## src/rtl/rgb_byte_pack_if.sv

```systemverilog
// Byte-in / pixel-out stream bundle for rgb_byte_pack.
// The slave modport is the packer's view; the master modport is the environment's view.
interface rgb_byte_pack_if;
  logic       valid_i;
  logic       ready_o;
  logic [7:0] data_i;
  logic       valid_o;
  logic       ready_i;
  logic [7:0] red_o;
  logic [7:0] green_o;
  logic [7:0] blue_o;
  logic       last_o;
  logic       sync_drop_o;

  modport slave (
    input  valid_i, data_i, ready_i,
    output ready_o, valid_o, red_o, green_o, blue_o, last_o, sync_drop_o
  );

  modport master (
    output valid_i, data_i, ready_i,
    input  ready_o, valid_o, red_o, green_o, blue_o, last_o, sync_drop_o
  );
endinterface

```

## src/rtl/rgb_byte_pack.sv

```systemverilog
// Packs R,G,B bytes from a ready/valid byte stream into one registered pixel with end-of-line flag.
// Optional mid-pixel idle timeout that realigns to R is enabled by defining RGB_PACK_TIMEOUT_EN.
module rgb_byte_pack #(
  parameter int linewidth_px_p   = 480,
  parameter int timeout_cycles_p = 100000
) (
  input  logic            clk_i,
  input  logic            reset_i,
  rgb_byte_pack_if.slave  bus
);

  typedef enum logic [1:0] {PH_R = 2'd0, PH_G = 2'd1, PH_B = 2'd2} phase_e;

  localparam int              COL_W    = (linewidth_px_p > 1) ? $clog2(linewidth_px_p) : 1;
  localparam logic [COL_W-1:0] COL_LAST = COL_W'(linewidth_px_p - 1);

  if (linewidth_px_p < 1 || timeout_cycles_p < 2) begin : g_param_check
    $error("rgb_byte_pack: linewidth_px_p must be >= 1 and timeout_cycles_p >= 2");
  end

  phase_e           r_phase;
  logic [7:0]       r_hold_r;
  logic [7:0]       r_hold_g;
  logic             r_valid;
  logic [7:0]       r_red;
  logic [7:0]       r_green;
  logic [7:0]       r_blue;
  logic             r_last;
  logic [COL_W-1:0] r_col;

  logic w_ready;
  logic w_byte_acc;
  logic w_pix_acc;

  // The B byte may only enter when the pixel register is free or draining this
  // cycle; the ready_i feed-through keeps a pixel every three bytes bubble-free.
  assign w_ready    = (r_phase != PH_B) || !r_valid || bus.ready_i;
  assign w_byte_acc = bus.valid_i && w_ready;
  assign w_pix_acc  = r_valid && bus.ready_i;

`ifdef RGB_PACK_TIMEOUT_EN
  localparam int              IDLE_W    = $clog2(timeout_cycles_p);
  localparam logic [IDLE_W-1:0] IDLE_LAST = IDLE_W'(timeout_cycles_p - 1);

  logic [IDLE_W-1:0] r_idle;
  logic              r_sync_drop;
`endif

  always_ff @(posedge clk_i or negedge reset_i) begin
    if (!reset_i) begin
      r_phase     <= PH_R;
      r_hold_r    <= '0;
      r_hold_g    <= '0;
      r_valid     <= 1'b0;
      r_red       <= '0;
      r_green     <= '0;
      r_blue      <= '0;
      r_last      <= 1'b0;
      r_col       <= '0;
`ifdef RGB_PACK_TIMEOUT_EN
      r_idle      <= '0;
      r_sync_drop <= 1'b0;
`endif
    end else begin
`ifdef RGB_PACK_TIMEOUT_EN
      r_sync_drop <= 1'b0;
`endif
      // NOTE: non-blocking assignments let a later assignment in this block
      // override an earlier one, so a load below wins over the drain clear here.
      if (w_pix_acc) r_valid <= 1'b0;

      if (w_byte_acc) begin
        case (r_phase)
          PH_R: begin
            r_hold_r <= bus.data_i;
            r_phase  <= PH_G;
          end
          PH_G: begin
            r_hold_g <= bus.data_i;
            r_phase  <= PH_B;
          end
          PH_B: begin
            r_red   <= r_hold_r;
            r_green <= r_hold_g;
            r_blue  <= bus.data_i;
            r_valid <= 1'b1;
            r_last  <= (r_col == COL_LAST);
            r_col   <= (r_col == COL_LAST) ? '0 : r_col + COL_W'(1);
            r_phase <= PH_R;
          end
          default: r_phase <= PH_R;
        endcase
      end

`ifdef RGB_PACK_TIMEOUT_EN
      // An accept on the expiry cycle takes the branch above and skips the drop.
      if (w_byte_acc || r_phase == PH_R) begin
        r_idle <= '0;
      end else if (r_idle == IDLE_LAST) begin
        r_idle      <= '0;
        r_phase     <= PH_R;
        r_hold_r    <= '0;
        r_hold_g    <= '0;
        r_sync_drop <= 1'b1;
      end else begin
        r_idle <= r_idle + IDLE_W'(1);
      end
`endif
    end
  end

  assign bus.ready_o = w_ready;
  assign bus.valid_o = r_valid;
  assign bus.red_o   = r_red;
  assign bus.green_o = r_green;
  assign bus.blue_o  = r_blue;
  assign bus.last_o  = r_last;
`ifdef RGB_PACK_TIMEOUT_EN
  assign bus.sync_drop_o = r_sync_drop;
`else
  assign bus.sync_drop_o = 1'b0;
`endif

endmodule

```

## src/flat_wrapper.sv

```systemverilog
// flat-port wrapper written by rule: the top's interface ports become plain ports
module rgb_byte_pack_flat 
#(
  parameter int linewidth_px_p   = 480,
  parameter int timeout_cycles_p = 100000
)
  (clk_i, reset_i, bus_valid_i, bus_data_i, bus_ready_i, bus_ready_o, bus_valid_o, bus_red_o, bus_green_o, bus_blue_o, bus_last_o, bus_sync_drop_o);
  rgb_byte_pack_if bus_i ();
  input  logic clk_i;
  input  logic reset_i;
  input wire logic [$bits(bus_i.valid_i)-1:0] bus_valid_i;
  input wire logic [$bits(bus_i.data_i)-1:0] bus_data_i;
  input wire logic [$bits(bus_i.ready_i)-1:0] bus_ready_i;
  output wire logic [$bits(bus_i.ready_o)-1:0] bus_ready_o;
  output wire logic [$bits(bus_i.valid_o)-1:0] bus_valid_o;
  output wire logic [$bits(bus_i.red_o)-1:0] bus_red_o;
  output wire logic [$bits(bus_i.green_o)-1:0] bus_green_o;
  output wire logic [$bits(bus_i.blue_o)-1:0] bus_blue_o;
  output wire logic [$bits(bus_i.last_o)-1:0] bus_last_o;
  output wire logic [$bits(bus_i.sync_drop_o)-1:0] bus_sync_drop_o;
  assign bus_i.valid_i = bus_valid_i;
  assign bus_i.data_i = bus_data_i;
  assign bus_i.ready_i = bus_ready_i;
  assign bus_ready_o = bus_i.ready_o;
  assign bus_valid_o = bus_i.valid_o;
  assign bus_red_o = bus_i.red_o;
  assign bus_green_o = bus_i.green_o;
  assign bus_blue_o = bus_i.blue_o;
  assign bus_last_o = bus_i.last_o;
  assign bus_sync_drop_o = bus_i.sync_drop_o;
  rgb_byte_pack #(.linewidth_px_p(linewidth_px_p), .timeout_cycles_p(timeout_cycles_p)) u_core (.clk_i(clk_i), .reset_i(reset_i), .bus(bus_i));
endmodule
```

## config.mk

```make
export PLATFORM = sky130hd
export DESIGN_NAME = rgb_byte_pack_flat
export DESIGN_NICKNAME = d
export VERILOG_FILES = /design/src/rtl/rgb_byte_pack_if.sv /design/src/rtl/rgb_byte_pack.sv /design/src/flat_wrapper.sv
export SDC_FILE = /design/constraint.sdc
export NUM_CORES = 1
export LEC_CHECK = 0
export ABC_AREA = 1
export BUFFER_PORTS_ARGS = -buffer_cell sky130_fd_sc_hd__buf_4
export CAP_MARGIN = 40
export CORE_UTILIZATION = 40
export DETAILED_ROUTE_END_ITERATION = 10
export GPL_ROUTABILITY_DRIVEN = 0
export SYNTH_ARGS = -nofsm -noshare
export SYNTH_HDL_FRONTEND = slang
export SYNTH_SLANG_ARGS = --single-unit
```

## constraint.sdc

```tcl
create_clock -name clk_i -period 3.1 [get_ports clk_i]
set_clock_uncertainty 0.1 [all_clocks]
set_input_delay 0.155 -clock clk_i [delete_from_list [all_inputs] [get_ports clk_i]]
set_output_delay 0.155 -clock clk_i [all_outputs]
set_load 0.03 [all_outputs]
```

After elaboration in Yosys (flattened, before gate mapping)
Index checks and enable logic that the tools add are counted.
Word-level totals
  register bits: 53
  input bits: 12
Operators by class
  $add $sub $neg: 1
  equal/unequal tests: 4
  muxes and demuxes: 5
  reduce and logical (&&, ||, !) cells: 9
Operators by type and width (number)
  adder 9 x 1 -> 9 bit (second input constant): 1
  == test 9 bit (second input constant): 1
  2-to-1 mux 9 bit: 1
  AND reduction 2 bit: 3
  case mux 2 bit (2 select lines): 1
  2-to-1 mux 1 bit: 3
  == test 2 x 1 -> 1 bit (second input constant): 1
  == test 2 bit (second input constant): 1
  logical AND 1 bit: 2
  logical NOT 2 bit: 1
  logical OR 1 bit: 2
  inequality test 2 bit (second input constant): 1
  logical NOT 1 bit: 1

Depth between registers and ports, before layout
  depth in word-level cells: 5
  gate-level depth with buffers: 8
  gate-level depth less buffers: 8

Least setup slack after synthesis
Ideal clock, no wire load.
  path kind: register -> register
  start: reg u_core.r_valid, in the netlist u_core.bus.valid_o
  end: reg u_core.r_green[0], in the netlist u_core.bus.green_o[0]
  library setup time: 0.117 ns
  arrival time: 1.165 ns
  data required time: 2.883 ns
  path slack: 1.718 ns
  cell stages (with the launch flop): 7
  buffers on the path: 2
  period minus slack after synthesis: 1.382 ns
  path through: dfrtp_1 -> nand2_1 -> nand3_4 -> buf_6 -> buf_2 -> nand2_1 -> nand2_1
On the way
  longest elaborated chain between the ends: 5
Ends and longest elaborated chain
  start: declaration: line rgb_byte_pack.sv:24  | logic r_valid;
  start signal: assignment: line rgb_byte_pack.sv:54  | r_valid <= 1'b0;
  start signal: assignment: line rgb_byte_pack.sv:70  | if (w_pix_acc) r_valid <= 1'b0;
  start signal: assignment: line rgb_byte_pack.sv:86  | r_valid <= 1'b1;
  logical NOT 1 bit: line rgb_byte_pack.sv:37  | assign w_ready = (r_phase != PH_B) || !r_valid || bus.ready_i;
  logical OR 1 bit (2 in series): line rgb_byte_pack.sv:37
  logical AND 1 bit: line rgb_byte_pack.sv:38  | assign w_byte_acc = bus.valid_i && w_ready;
  AND reduction 2 bit (no line)
  end signal: assignment: line rgb_byte_pack.sv:84  | r_green <= r_hold_g;
  end: declaration: line rgb_byte_pack.sv:26  | logic [7:0] r_green;
Every way passes these cells.
A chain may end at the register's enable or synchronous reset.

Worst setup path in the final report
  start: reg u_core.r_phase[0]
  end: reg u_core.r_col[7]
On the way
  longest elaborated chain between the ends: 5
  elaborated cells between the ends (all ways): 6
Ends and longest elaborated chain
  start: declaration: line rgb_byte_pack.sv:21  | phase_e r_phase;
  start signal: assignment: line rgb_byte_pack.sv:51  | r_phase <= PH_R;
  start signal: assignment: line rgb_byte_pack.sv:76  | r_phase <= PH_G;
  start signal: assignment: line rgb_byte_pack.sv:80  | r_phase <= PH_B;
  inequality test 2 bit: line rgb_byte_pack.sv:37
  logical OR 1 bit (2 in series): line rgb_byte_pack.sv:37
  logical AND 1 bit: line rgb_byte_pack.sv:38
  AND reduction 2 bit (no line) (*)
  end signal: assignment: line rgb_byte_pack.sv:88  | r_col <= (r_col == COL_LAST) ? '0 : r_col + COL_W'(1);
  end: declaration: line rgb_byte_pack.sv:29  | logic [COL_W-1:0] r_col;
Every way passes the cells marked *; elsewhere a longest branch is shown, timed or not.

==> summary.md <==
| Metric | Value |
|---|---|
| First-pass GRT wire length | `6900 um` |
| Post-synth ARST share | `1.00` |
| Layout net count | `290` |
| Mapped Area | `2140 um^2` |
| Hold Path Stages | `3` |
| Sink Count | `53` |
| Max VDD drop | `0.406 mV` |
| Register area share after synthesis | `0.619` |
| Vias per cell | `4.48` |
| WP data required | `3.20 ns` |
| Vias in the first global route | `1469` |
| Ant. Diodes | `0` |
| Layout area overhead | `21.0%` |
| Max-slew violations | `0` |
| Pre-antenna DRT Iters | `4` |
| Initial Utilization | `0.417` |
| Internal | `1.52 mW` |
| Reg2reg end | `u_core.r_col[7]$_DFFE_PN0P_` |
| CP top delay family | `simple AND/OR/NAND/NOR gates` |
| Post-route minimum period | `1.94 ns` |
| Comb power frac | `0.360` |
| FMAX | `516 MHz` |
| Final Hold Fails | `0` |
| Psw | `0.952 mW` |
| Ports | `40` |
| Cell area after layout | `2590 um^2` |
| Die Span X | `75.2 um` |
| Clock Path Buffers | `2` |
| Core Footprint | `5140 um^2` |
| Unrepaired setup endpoints after global routing | `no` |
| Sw Share | `0.385` |
| Worst-margin pin slew | `0.667 ns` |
| Crit path kind | `reg2reg` |
| Pwr Total | `2.47 mW` |
| Most used cell, CP | `nand2_1` |
| Post-CTS Setup Repair Bufs | `0` |
| Clock insertion delay at the later pin of the skew report | `0.31 ns` |
| DP HPWL | `2700 um` |
| EDFF count, synth | `0` |
| Port-buffer cells | `38` |
| Initial detailed-routing violation count | `129` |
| Syn Nets | `252` |
| Antenna-violating nets left | `0` |
| Total detailed-routing wirelength | `4050 um` |
| Share of post-route cells with drive strength above 1 | `0.176` |
| Clk pwr share | `0.189` |
| Worst path bufs/invs | `1` |
| Gr ovfl total | `0` |
| FF+latch count, synth | `53` |
| Synth warn | `0` |
| Syn Inst Count | `239` |
| Tcrit/Tclk final | `0.625` |
| Total track usage | `0.166` |
| Initial antenna violation count | `0` |
| Mean post-synth cell area | `8.96 um^2` |
| H-tree Lvls | `2` |
| Lkg Pwr | `1.38 nW` |
| Worst rel slew slack | `0.556` |
| Clk root buf | `clkbuf_8` |
| Min-delay src | `bus_data_i[7]` |
| Worst setup SP type | `register` |
| Final setup vio count | `0` |
| Total CTS buffers | `5` |
| Pin count of the biggest net entering global routing | `54` |
| Critical path arrival | `2.04 ns` |
| DRC errors left | `0` |
| Worst Hold End | `u_core.r_hold_r[7]$_DFFE_PN0P_` |
| Pwr dens | `952 nW/um^2` |
| Slowest cell on the critical path | `inv_2` |
| Synth cell types | `21` |
| Clk pin slew, worst setup/hold paths | `0.09 ns` |
| Reg2Reg Launch Point | `u_core.r_phase[0]$_DFFE_PN0P_` |
| Die Y | `75.2 um` |
| Critical path cell sequence | `nor2_4 -> nand3_4 -> inv_2 -> nand2_1 -> nand2_1 -> nor2_1` |
| CTS tree | `done` |
| Max Cap Violations | `0` |
| Post-DR wirelength/cell | `11.6 um` |
| Sequential power share | `0.451` |
| Std cell rows | `26` |
| Placement Cell Area | `2460 um^2` |
| R2R cell count | `6` |
| Hold crit path type | `in2reg` |
| Outcome | `finished, final reports clean` |
| Full die area | `5650 um^2` |
| Crit-path max FO | `42` |
| R2R Setup Slk | `1.16 ns` |
| Crit-path max cell delay | `0.45 ns` |
| Critical Path End Type | `register` |
| Setup_tns | `0 ns` |
| Vias | `1558` |
| Main flop type after synthesis | `dfrtp_1` |
==> worst max-delay path by stage <==
stage	from	endpoint	slack (ns)	depth (start not counted)
floorplan	u_core.bus.valid_o$_DFF_PN0_	u_core.bus.green_o[0]$_DFFE_PN0P_	1.72	6
global placement	u_core.r_phase[0]$_DFFE_PN0P_	u_core.r_col[6]$_DFFE_PN0P_	1.17	6
detailed placement	u_core.r_phase[0]$_DFFE_PN0P_	u_core.r_col[6]$_DFFE_PN0P_	1.13	6
CTS	u_core.r_phase[0]$_DFFE_PN0P_	u_core.r_col[5]$_DFFE_PN0P_	1.12	6
global route	u_core.r_phase[0]$_DFFE_PN0P_	u_core.r_col[8]$_DFFE_PN0P_	0.96	6
finish	u_core.r_phase[0]$_DFFE_PN0P_	u_core.r_col[7]$_DFFE_PN0P_	1.16	6
==> power groups by stage <==
stage	Sequential (mW)	Combinational, mW	Clock (mW)
5_1_grt	1.15	0.987	0.511
2_1_floorplan	1.37	0.333	0
3_3_place_gp	1.12	0.891	0
3_5_place_dp	1.13	0.899	0
6_report	1.11	0.889	0.467
4_1_cts	1.11	0.905	0.486
==> sequential cells by signal (all words and copies together), names as in the netlist <==
name and flops:
u_core.bus.last_o 1, u_core.r_hold_r 8, u_core.bus.red_o 8, u_core.bus.blue_o 8
u_core.bus.green_o 8, u_core.r_col 9, u_core.r_phase 2, u_core.bus.valid_o 1
u_core.r_hold_g 8
==> area by class of cell <==
type | count | area (um^2)
Sequential cell | 53 | 1330
Inverter | 15 | 56.3
Tap cell | 70 | 87.6
Multi-Input combinational cell | 162 | 706
Clock inverter | 2 | 38.8
Timing Repair Buffer | 40 | 305
Clock buffer | 6 | 72.6
Fill cell | 534 | 2550
==> cells by family (layout without fill, tap and decap cells) <==
kind of cell / after synthesis / in the layout / share of synthesized area
flops: 53 / 53 / 0.619
other cells: 1 / 1 / 0.00175
fa+ha+maj: 1 / 1 / 0.00584
compound gates: 32 / 32 / 0.0759
simple gates: 125 / 125 / 0.234
xor+xnor: 3 / 3 / 0.0123
buf+inv: 24 / 63 / 0.0514
==> metrics by stage <==
step | hold slack [ns] | util | worst slack, ns | instances
floorplan | -0.241 | - | 1.72 | 239
finish | 0.0454 | 0.504 | 1.16 | 348
CTS | 0.0374 | 0.504 | 1.12 | 348
detailed placement | 0.140 | 0.479 | 1.13 | 338
global placement | 0.143 | 0.479 | 1.17 | 338
global route | 0.0380 | 0.504 | 0.959 | 348
==> per-layer routing <==
| layer | up-vias | wire (um) | track usage | share of wire |
|---|---|---|---|---|
| met5 | - | 0 | 0 | 0 |
| met4 | 0 | 46 | 0.0473 | 0.011 |
| met3 | 5 | 169 | 0.0522 | 0.042 |
| met2 | 29 | 1860 | 0.262 | 0.46 |
| met1 | 712 | 1970 | 0.222 | 0.49 |
| li1 | 812 | - | - | - |
==> cells in the final DEF, fill, tap and decap left out, types with 2 or more instances in the layout <==
master,instances
a21oi_1,2
buf_4,38
clkbuf_8,5
dfrtp_1,53
dlygate4sd3_1,2
inv_1,14
nand2_1,99
nand3_1,6
nor2_1,17
o21ai_0,28
xor2_1,3
==> Yosys cell counts (2+ instances only) <==
cell type  count  area (um^2)
clkbuf_1       2         7.51
o21ai_0       28          140
buf_2          2         10.0
xor2_1         3         26.3
nor2_1        17         63.8
dfrtp_1       53         1330
nand3_1        6         30.0
inv_1         14         52.6
clkbuf_2       2         10.0
nand2_1       99          372
buf_4          2         15.0
a21oi_1        2         10.0
==> repair_timing <==
item,4_1_cts,5_1_grt
hold buffers,2,0
hold endpoints to repair,54,0
setup endpoints to repair,0,0
gates resized for setup,0,0
==> worst min-delay path, cell delays in order <==
cell	delay, ns
buf_4	0.07
inv_1	0.05
o21ai_0	0.14
No activity file was read; power rests on OpenSTA's default activity.
